<file path="config.mk">
export PLATFORM = sky130hd
export DESIGN_NAME = instr_mem_writer
export DESIGN_NICKNAME = d
export VERILOG_FILES = /design/src/rtl/rv32i_pkg.sv /design/src/rtl/instr_format_encoder.sv /design/src/rtl/instr_mem_writer.sv
export SDC_FILE = /design/constraint.sdc
export NUM_CORES = 1
export LEC_CHECK = 0
export CORE_ASPECT_RATIO = 1.75
export CORE_MARGIN = 4
export CORE_UTILIZATION = 43
export CTS_CLUSTER_DIAMETER = 120
export CTS_CLUSTER_SIZE = 20
export DETAILED_ROUTE_END_ITERATION = 10
export PLACE_DENSITY = 0.81
export SLEW_MARGIN = 20
export SYNTH_ARGS = -nofsm -noshare
export SYNTH_HDL_FRONTEND = slang
export SYNTH_SLANG_ARGS = --single-unit
</file>
<file path="constraint.sdc">
create_clock -name clk -period 4.3 [get_ports clk]
set_clock_uncertainty 0.1 [all_clocks]
set_input_delay 0.86 -clock clk [delete_from_list [all_inputs] [get_ports clk]]
set_output_delay 0.86 -clock clk [all_outputs]
set_load 0.02 [all_outputs]
</file>
<file path="src/rtl/rv32i_pkg.sv">
// -----------------------------------------------------------------------------
// rv32i_pkg
// Shared RV32I definitions used by the instruction-memory writer and by the
// decoder side: base opcodes, the instruction format enum, the writer FSM state
// enum, and an opcode-to-format lookup.
// -----------------------------------------------------------------------------
package rv32i_pkg;

    // Base opcodes (bits [6:0] of every 32-bit instruction word).
    localparam logic [6:0] OP_OP     = 7'b0110011;
    localparam logic [6:0] OP_IMM    = 7'b0010011;
    localparam logic [6:0] OP_LOAD   = 7'b0000011;
    localparam logic [6:0] OP_JALR   = 7'b1100111;
    localparam logic [6:0] OP_SYSTEM = 7'b1110011;
    localparam logic [6:0] OP_STORE  = 7'b0100011;
    localparam logic [6:0] OP_BRANCH = 7'b1100011;
    localparam logic [6:0] OP_LUI    = 7'b0110111;
    localparam logic [6:0] OP_AUIPC  = 7'b0010111;
    localparam logic [6:0] OP_JAL    = 7'b1101111;

    typedef enum logic [2:0] {
        FMT_R,
        FMT_I,
        FMT_S,
        FMT_B,
        FMT_U,
        FMT_J,
        FMT_ILLEGAL
    } fmt_t;

    typedef enum logic [2:0] {
        ST_IDLE,
        ST_LOAD,
        ST_FULL,
        ST_DONE,
        ST_ERROR
    } wr_state_t;

    // Map an opcode to its encoding format; anything unsupported is ILLEGAL.
    function automatic fmt_t opcode_fmt(input logic [6:0] op);
        fmt_t f;
        case (op)
            OP_OP:                                   f = FMT_R;
            OP_IMM, OP_LOAD, OP_JALR, OP_SYSTEM:     f = FMT_I;
            OP_STORE:                                f = FMT_S;
            OP_BRANCH:                               f = FMT_B;
            OP_LUI, OP_AUIPC:                        f = FMT_U;
            OP_JAL:                                  f = FMT_J;
            default:                                 f = FMT_ILLEGAL;
        endcase
        return f;
    endfunction

endpackage

</file>
<file path="src/rtl/instr_format_encoder.sv">
// -----------------------------------------------------------------------------
// instr_format_encoder
// Purely combinational RV32I packer: places the decoded fields and the
// architectural immediate into the 32-bit R/I/S/B/U/J word layout.
//
// Ports
//   opcode  in  7   : word bits [6:0], also selects the format
//   rd      in  5   : destination register
//   rs1     in  5   : source register 1
//   rs2     in  5   : source register 2
//   funct3  in  3   : function field
//   funct7  in  7   : function field (R-type only)
//   imm     in  32  : signed immediate, unscrambled
//   word    out 32  : encoded instruction (0 when illegal)
//   legal   out 1   : opcode is supported
// -----------------------------------------------------------------------------
module instr_format_encoder
    import rv32i_pkg::*;
(
    input  logic [6:0]  opcode,
    input  logic [4:0]  rd,
    input  logic [4:0]  rs1,
    input  logic [4:0]  rs2,
    input  logic [2:0]  funct3,
    input  logic [6:0]  funct7,
    input  logic [31:0] imm,
    output logic [31:0] word,
    output logic        legal
);

    fmt_t fmt;

    assign fmt = opcode_fmt(opcode);

    // NOTE: every output of a combinational block gets a default first, so no
    // path through the case can leave it unassigned and infer a latch.
    always_comb begin
        word  = 32'h0;
        legal = 1'b1;
        unique case (fmt)
            FMT_R: word = {funct7, rs2, rs1, funct3, rd, opcode};
            // Shift-immediate funct7 bits already live in imm[11:5].
            FMT_I: word = {imm[11:0], rs1, funct3, rd, opcode};
            FMT_S: word = {imm[11:5], rs2, rs1, funct3, imm[4:0], opcode};
            // B and J drop imm[0]: targets are always halfword aligned.
            FMT_B: word = {imm[12], imm[10:5], rs2, rs1, funct3,
                           imm[4:1], imm[11], opcode};
            FMT_U: word = {imm[31:12], rd, opcode};
            FMT_J: word = {imm[20], imm[10:1], imm[11], imm[19:12], rd, opcode};
            default: begin
                word  = 32'h0;
                legal = 1'b0;
            end
        endcase
    end

endmodule

</file>
<file path="src/rtl/instr_mem_writer.sv">
// -----------------------------------------------------------------------------
// instr_mem_writer
// Streaming RV32I encoder/writer. Accepts field bundles over valid/ready,
// encodes them, and writes the words to consecutive instruction-memory word
// addresses starting at 0 for each load session.
//
// Ports
//   clk          in  1            : rising-edge clock
//   reset        in  1            : synchronous, active-high reset
//   start        in  1            : open a session at address 0
//   finish       in  1            : close the current session
//   in_valid     in  1            : field bundle valid
//   in_ready     out 1            : bundle can be accepted (state LOAD)
//   opcode..imm  in               : decoded instruction fields
//   mem_wen      out 1            : one-cycle write strobe
//   mem_addr     out ADDR_WIDTH   : word address
//   mem_wdata    out 32           : encoded instruction
//   count        out ADDR_WIDTH+1 : words accepted this session
//   full         out 1            : count == DEPTH
//   done         out 1            : session closed by finish
//   err_illegal  out 1            : sticky unsupported-opcode flag
// -----------------------------------------------------------------------------
module instr_mem_writer
    import rv32i_pkg::*;
#(
    parameter int ADDR_WIDTH = 10,
    parameter int DEPTH      = 1024
) (
    input  logic                  clk,
    input  logic                  reset,
    input  logic                  start,
    input  logic                  finish,
    input  logic                  in_valid,
    output logic                  in_ready,
    input  logic [6:0]            opcode,
    input  logic [4:0]            rd,
    input  logic [4:0]            rs1,
    input  logic [4:0]            rs2,
    input  logic [2:0]            funct3,
    input  logic [6:0]            funct7,
    input  logic [31:0]           imm,
    output logic                  mem_wen,
    output logic [ADDR_WIDTH-1:0] mem_addr,
    output logic [31:0]           mem_wdata,
    output logic [ADDR_WIDTH:0]   count,
    output logic                  full,
    output logic                  done,
    output logic                  err_illegal
);

    localparam logic [ADDR_WIDTH:0] DEPTH_C = (ADDR_WIDTH + 1)'(DEPTH);
    localparam logic [ADDR_WIDTH:0] ONE_C   = (ADDR_WIDTH + 1)'(1);

    wr_state_t state_q, state_d;

    logic                  mem_wen_q, mem_wen_d;
    logic [ADDR_WIDTH-1:0] mem_addr_q, mem_addr_d;
    logic [31:0]           mem_wdata_q, mem_wdata_d;
    logic [ADDR_WIDTH:0]   count_q, count_d;
    logic                  done_q, done_d;
    logic                  err_q, err_d;

    logic [31:0]           enc_word;
    logic                  enc_legal;
    logic                  accept;
    logic                  legal_acc;
    logic                  illegal_acc;
    logic                  session_open;
    logic [ADDR_WIDTH:0]   count_inc;

    instr_format_encoder u_encoder (
        .opcode (opcode),
        .rd     (rd),
        .rs1    (rs1),
        .rs2    (rs2),
        .funct3 (funct3),
        .funct7 (funct7),
        .imm    (imm),
        .word   (enc_word),
        .legal  (enc_legal)
    );

    assign accept       = in_valid & in_ready;
    assign legal_acc    = accept & enc_legal;
    assign illegal_acc  = accept & ~enc_legal;
    // start while already loading is ignored, so it only opens a session
    // from the other states.
    assign session_open = start & (state_q != ST_LOAD);
    assign count_inc    = count_q + ONE_C;

    // ---------------------------------------------------------------- FSM
    // NOTE: sequential state uses non-blocking assignments only, so every
    // register samples the pre-edge value of every other register.
    always_ff @(posedge clk) begin
        if (reset) state_q <= ST_IDLE;
        else       state_q <= state_d;
    end

    always_comb begin
        state_d = state_q;
        unique case (state_q)
            ST_LOAD: begin
                // An illegal opcode outranks finish; finish outranks filling,
                // while full still reports the fill through count.
                if (illegal_acc)
                    state_d = ST_ERROR;
                else if (finish)
                    state_d = ST_DONE;
                else if (legal_acc && (count_inc == DEPTH_C))
                    state_d = ST_FULL;
            end
            default: begin
                if (start) state_d = ST_LOAD;
            end
        endcase
    end

    always_comb begin
        in_ready = (state_q == ST_LOAD);
    end

    // ---------------------------------------------------------- datapath
    always_comb begin
        mem_wen_d   = legal_acc;
        mem_addr_d  = mem_addr_q;
        mem_wdata_d = mem_wdata_q;
        count_d     = count_q;
        done_d      = done_q;
        err_d       = err_q;

        if (legal_acc) begin
            mem_addr_d  = count_q[ADDR_WIDTH-1:0];
            mem_wdata_d = enc_word;
            count_d     = count_inc;
        end

        if (illegal_acc) begin
            err_d = 1'b1;
        end

        if ((state_q == ST_LOAD) && finish && !illegal_acc) begin
            done_d = 1'b1;
        end

        if (session_open) begin
            count_d = '0;
            done_d  = 1'b0;
            err_d   = 1'b0;
        end
    end

    // Reset also drops any write registered by the previous accept.
    always_ff @(posedge clk) begin
        if (reset) begin
            mem_wen_q   <= 1'b0;
            mem_addr_q  <= '0;
            mem_wdata_q <= 32'h0;
            count_q     <= '0;
            done_q      <= 1'b0;
            err_q       <= 1'b0;
        end else begin
            mem_wen_q   <= mem_wen_d;
            mem_addr_q  <= mem_addr_d;
            mem_wdata_q <= mem_wdata_d;
            count_q     <= count_d;
            done_q      <= done_d;
            err_q       <= err_d;
        end
    end

    assign mem_wen     = mem_wen_q;
    assign mem_addr    = mem_addr_q;
    assign mem_wdata   = mem_wdata_q;
    assign count       = count_q;
    assign full        = (count_q == DEPTH_C);
    assign done        = done_q;
    assign err_illegal = err_q;

endmodule

</file>
# Word-level counts from Yosys, hierarchy flattened

Index checks and enable logic that the tools add are counted.
W data, S select, Z words.

Equal/unequal tests: 20
Muxes and demuxes: 8
Reductions and logical operators: 11
Bitwise operators: 5
$add $sub $neg: 1

Operator list:

| kind                    | number |
|---|---|
| $pmux W32 S6            | 1 |
| $eq A7 B7 Y1 const B    | 4 |
| $eq A11 B11 Y1 const B  | 2 |
| $eq A7 B6 Y1 const B    | 3 |
| $pmux W3 S6             | 1 |
| $mux W3                 | 5 |
| $eq A7 B5 Y1 const B    | 2 |
| $add A11 B1 Y11 const B | 1 |
| $eq A7 B2 Y1 const B    | 1 |
| $eq A3 B1 Y1 const B    | 2 |
| $eq A3 B2 Y1 const B    | 2 |
| $eq A3 B3 Y1 const B    | 2 |
| $reduce_or A6 Y1        | 1 |
| $and A1 B1 Y1           | 4 |
| $ne A4 B2 Y1 const B    | 1 |
| $reduce_or A2 Y1        | 2 |
| $reduce_or A4 Y1        | 1 |
| $logic_and A1 B1 Y1     | 3 |
| $logic_not A3 Y1        | 1 |
| $ne A3 B1 Y1 const B    | 1 |
| $reduce_and A2 Y1       | 1 |
| $reduce_bool A2 Y1      | 1 |
| $logic_not A1 Y1        | 1 |
| $mux W1                 | 1 |
| $not A1 Y1              | 1 |

Output and inout port bits: 58
Input bits: 69
Logic and storage cells: 52
Flip-flop bits (word level): 59

# Depth between registers and ports, before layout

Depth in word-level cells: 12
Depth in mapped cells: 15
Mapped depth without buffers: 10

# Hierarchy

Synthesis repeated with hierarchy kept, for this count alone.

Cells, all modules: 464
Area, all modules: 3,627.2 um2

Modules (own cells, without submodules):

| module               | area each (um2) | seq. area each (um2) | instances | cells each |
|---|---|---|---|---|
| instr_mem_writer     | 2,481.1         | 1,181.1              | 1         | 300 |
| instr_format_encoder | 1,146.1         | 0.0                  | 1         | 164 |

# Least setup slack after synthesis

Ideal clock, no wire load.

Kind: input port to flip-flop
From: in opcode[6]
To: reg state_q[0]
Arrival: 3.491 ns
Library setup time: 0.115 ns
Path buffers: 4
Required time: 4.085 ns
Path slack: 0.594 ns
Stages: 13
Cell sequence: buf_2 > nor3b_1 > o21a_1 > clkbuf_1 > clkbuf_1 > ha_1 > inv_1 > o211ai_1 > nand3_1 > or2_1 > buf_6 > or4_4 > o21a_1

Cells in the longest elaborated chain, start to end: 10
Elaborated cells between the ends (all ways): 29
Classes of those cells: eq/ne: 16; mux: 4; bitwise: 3; reduce/logical: 6

Ends and longest elaborated chain:

| element                                                       | line                                            | source |
|---|---|---|
| start: declaration                                            | instr_mem_writer.sv:35                          | `input logic [6:0] opcode,` |
| $eq A7 B5 Y1, or another cell as far along                    | rv32i_pkg.sv:42                                 | `case (op)` |
| $reduce_or A4 Y1 or $reduce_or A2 Y1 (tied branches)          | rv32i_pkg.sv:42                                 |  |
| $pmux W3 S6 (*)                                               | rv32i_pkg.sv:42                                 |  |
| $eq A3 B1 Y1, or another cell as far along                    | instr_format_encoder.sv:40                      | `unique case (fmt)` |
| $reduce_or A6 Y1 (no source line) (*)                         | -                                               |  |
| $mux W1 (*)                                                   | instr_format_encoder.sv:40                      |  |
| $and A1 B1 Y1 or $not A1 Y1 (tied branches)                   | instr_mem_writer.sv:84, instr_mem_writer.sv:85  |  |
| $logic_and A1 B1 Y1 or $and A1 B1 Y1 (tied branches)          | instr_mem_writer.sv:109, instr_mem_writer.sv:85 |  |
| $ne A4 B2 Y1 (no source line) or $mux W3 (tied branches)      | -                                               |  |
| $reduce_and A2 Y1 (no source line) or $mux W3 (tied branches) | -                                               |  |
| end signal: assignment                                        | instr_mem_writer.sv:96                          | `else state_q <= state_d;` |
| end: declaration                                              | instr_mem_writer.sv:54                          | `wr_state_t state_q, state_d;` |

Mark *: on every way between the ends. The rest lies on a longest branch, timed or not.
A chain may end at the register's enable or synchronous reset.

# Worst setup path after layout

From: in opcode[5]
To: reg mem_wdata_q[20] (netlist: mem_wdata[20])

Cells in the longest elaborated chain, start to end: 7
Elaborated cells between the ends (all ways): 23
Classes of those cells: eq/ne: 15; mux: 3; bitwise: 1; reduce/logical: 4

Ends and longest elaborated chain:

| element                                              | line                       | source |
|---|---|---|
| $eq A7 B5 Y1, or another cell as far along           | rv32i_pkg.sv:42            |  |
| $reduce_or A4 Y1 or $reduce_or A2 Y1 (tied branches) | rv32i_pkg.sv:42            |  |
| $pmux W3 S6 (*)                                      | rv32i_pkg.sv:42            |  |
| $eq A3 B1 Y1, or another cell as far along           | instr_format_encoder.sv:40 |  |
| $reduce_or A6 Y1 (no source line)                    | -                          |  |
| $mux W1                                              | instr_format_encoder.sv:40 |  |
| $and A1 B1 Y1                                        | instr_mem_writer.sv:84     | `assign legal_acc = accept & enc_legal;` |
| end signal: assignment                               | instr_mem_writer.sv:164    | `mem_wdata_q <= mem_wdata_d;` |
| end: declaration                                     | instr_mem_writer.sv:58     | `logic [31:0] mem_wdata_q, mem_wdata_d;` |

Marked as above.

==> summary.md <==
| Metric | Value |
|---|---|
| Num CTS Buffers | 9 |
| Fin. Hold Viols | 0 |
| CTS Sinks | 59 |
| Layout Cells excl Fill | 577 |
| Synth Warn # | 0 |
| Initial antenna violation count | 0 |
| Vias in the first global route | 3320 |
| Area contributors post-synth | dfxtp_1 (40%), nand2_1 (8.9%), a22oi_1 (6.4%), nor2_1 (5.5%), a21oi_1 (3.7%) |
| Die height | 118 µm |
| Reg-to-Reg Start | state_q[2] |
| Synthesis-to-layout area growth | 54.6% |
| Crit. End Element | flip-flop |
| Clk root buf | clkbuf_16 |
| Drt total wl | 9770 µm |
| Routability cong. | 0.893 |
| Placed insts | 562 |
| Synth Flop Type | dfxtp_1 |
| Clock transition at path regs | 50 ps |
| Post-Syn Instances | 370 |
| Worst slew pin tran | 1010 ps |
| Synth Area in Compound Gates | 21.5% |
| Starting density of the core | 44.8% |
| Post-synthesis sequential area ratio | 40.0% |
| WS Path Type | input pin to flip-flop |
| Clock Path Buffers | 2 |
| Htree depth | 3 |
| Residual DRC | 0 |
| Worst-skew pair later-pin latency | 310 ps |
| IO Pins | 127 |
| TritonCTS clock tree | done |
| Netlist cell types | 56 |
| Maximum VDD drop | 0.386 mV |
| Post-synthesis xor/xnor area fraction | 3.86% |
| Largest family of logic cells by synthesized area | simple AND/OR/NAND/NOR gates |
| Fin crit period | 3530 ps |
| Power Total | 1.37 mW |
| Die area | 8300 µm² |
| Total track usage | 23.4% |
| Crit path required time | 4420 ps |
| Asr flop ratio synth | 0% |
| Worst Hold Class | flip-flop to flip-flop |
| Worst hold start | mem_addr[0] |
| Synth Area in Adders | 1.70% |
| Pleak | 1.67 nW |
| WL/cell | 16.9 µm |
| Share of layout cells above drive strength 1 | 7.68% |
| Relative slew slack | 32.4% |
| Yosys reg bits | 59 |
| Status | complete, no violations |
| Synth top area share | 40.0% |
| Mean area per synthesized cell | 7.97 µm² |
| Final ANT Viol Nets | 0 |
| Via count | 3165 |
| Power Density | 300 nW/µm² |
| Drt initial violations | 237 |
| Area leader, netlist | dfxtp_1 |
| Buffers on Ports | 126 |
| Core area | 6590 µm² |
| Final Cell Area | 4560 µm² |
| Max Slew Vio Count | 0 |
| Die Wd | 70.6 µm |
| R2R Setup Slk | 1900 ps |
| First-pass GRT wire length | 15600 µm |
| Critical Path AT | 3650 ps |
| Syn nets | 443 |
| CTS resizes | 0 |
| Proportion of synthesized area in mux cells | 1.87% |
| CP Max Fanout | 12 |
| Synth Cell Area | 2950 µm² |
| Site row count | 39 |
| Fin nets | 564 |
| Worst Setup SP | opcode[5] |
| Avg Vias per Cell | 5.49 |
| Global route overflow | 0 |
| Ant diodes | 0 |
| Setup repair bufs after CTS | 0 |
| Max-Cap Viols | 0 |
| Most common cell in the netlist | nand2_1 |
| Post-synth EDFFs | 0 |
| Simple-gate share of the synthesized area | 25.5% |
| Setup violation total in the final timing report | 0 |
| Critical Path Source Type | input pin |
| Placed cell area | 4280 µm² |
| RSZ-0062 raised after global routing | false |
| CTS hold repair buffers | 0 |
| Peak Freq | 283 MHz |
| Setup TNS Final | 0 ps |
| Post-DP HPWL | 7450 µm |
| DR pass1 iterations | 4 |
| Largest net degree at the start of global routing | 38 |
| Synth cell count leaders | nand2_1 (70), dfxtp_1 (59), nor2_1 (43) |
| Final Cycle Share | 82.1% |
cells in the final DEF (no fill, tap or decap), drive strengths merged, types with 5 or more instances in the layout:
| cell type | instances |
|---|---|
| dfxtp | 59 |
| a22oi | 25 |
| xnor2 | 12 |
| nor2 | 43 |
| nand2 | 70 |
| clkdlybuf4s50 | 126 |
| a21oi | 22 |
| nand3 | 6 |
| nor4 | 7 |
| o21ai | 12 |
| nor3 | 5 |
| and3 | 8 |
| inv | 10 |
| a22o | 10 |
| clkbuf | 13 |
| buf | 11 |
report_power, final:
part | leakage (nW) | switching [mW] | internal (mW)
combinational | 1.06 | 0.0705 | 0.0895
sequential | 0.476 | 0.00226 | 0.552
clock | 0.141 | 0.224 | 0.431
total | 1.67 | 0.297 | 1.07
logic make-up (layout without fill, tap and decap cells):
logic type	after synthesis	in the layout
adder cells (fa/ha/maj)	4	4
AO/OA/AOI/OAI	91	91
XOR/XNOR	13	13
flip-flops	59	59
multiplexers	5	5
AND/OR/NAND/NOR	161	161
buffers and inverters	37	162
critical path, cell delays in order:
cell             delay [ps]
clkdlybuf4s50_1         650
and4b_1                 280
o21a_1                  190
ha_1                    200
inv_1                    70
o211ai_1                120
a22oi_1                 160
nor4b_2                 850
a22oi_1                 150
o41ai_1                 110
area by class of cell:
type                       count  area (µm²)
clock buffer                  13         270
clock inverter                 2        10.0
fill                         535        2030
inverter                      10        37.5
multi-input combinational    274        1620
sequential                    59        1180
tap                           82         103
timing repair buffer         137        1340
layer usage:
metal	vias up	part of all wire [%]	wire, µm	GRT usage, %
li1	1544	-	-	-
met1	1481	37	3600	22.8
met2	114	54	5320	44.0
met3	26	5.3	515	6.24
met4	0	3.4	336	10.9
met5	-	0	0	0
metrics by stage:
| stage | utilization, % | hold WS (ps) | setup WS, ps |
|---|---|---|---|
| 2_1_floorplan | - | 350 | 594 |
| 3_3_place_gp | 65.0 | 344 | 519 |
| 3_5_place_dp | 65.0 | 349 | 453 |
| 4_1_cts | 69.2 | 358 | 752 |
| 5_1_grt | 69.2 | 385 | 546 |
| 6_report | 69.2 | 361 | 770 |
registers in the layout (all words and copies together) (netlist names):
| signal | flops |
|---|---|
| done | 1 |
| count | 11 |
| mem_wen | 1 |
| mem_addr | 10 |
| err_illegal | 1 |
| state_q | 3 |
| mem_wdata | 32 |
worst paths after layout:
kind,to,cells after the start
setup / recovery,mem_wdata[20],10
hold / removal,mem_addr[0],2
setup reg to reg,mem_wdata[20],6
hold reg to reg,mem_addr[0],2
Note: power is estimated with default switching activity, not from simulation.
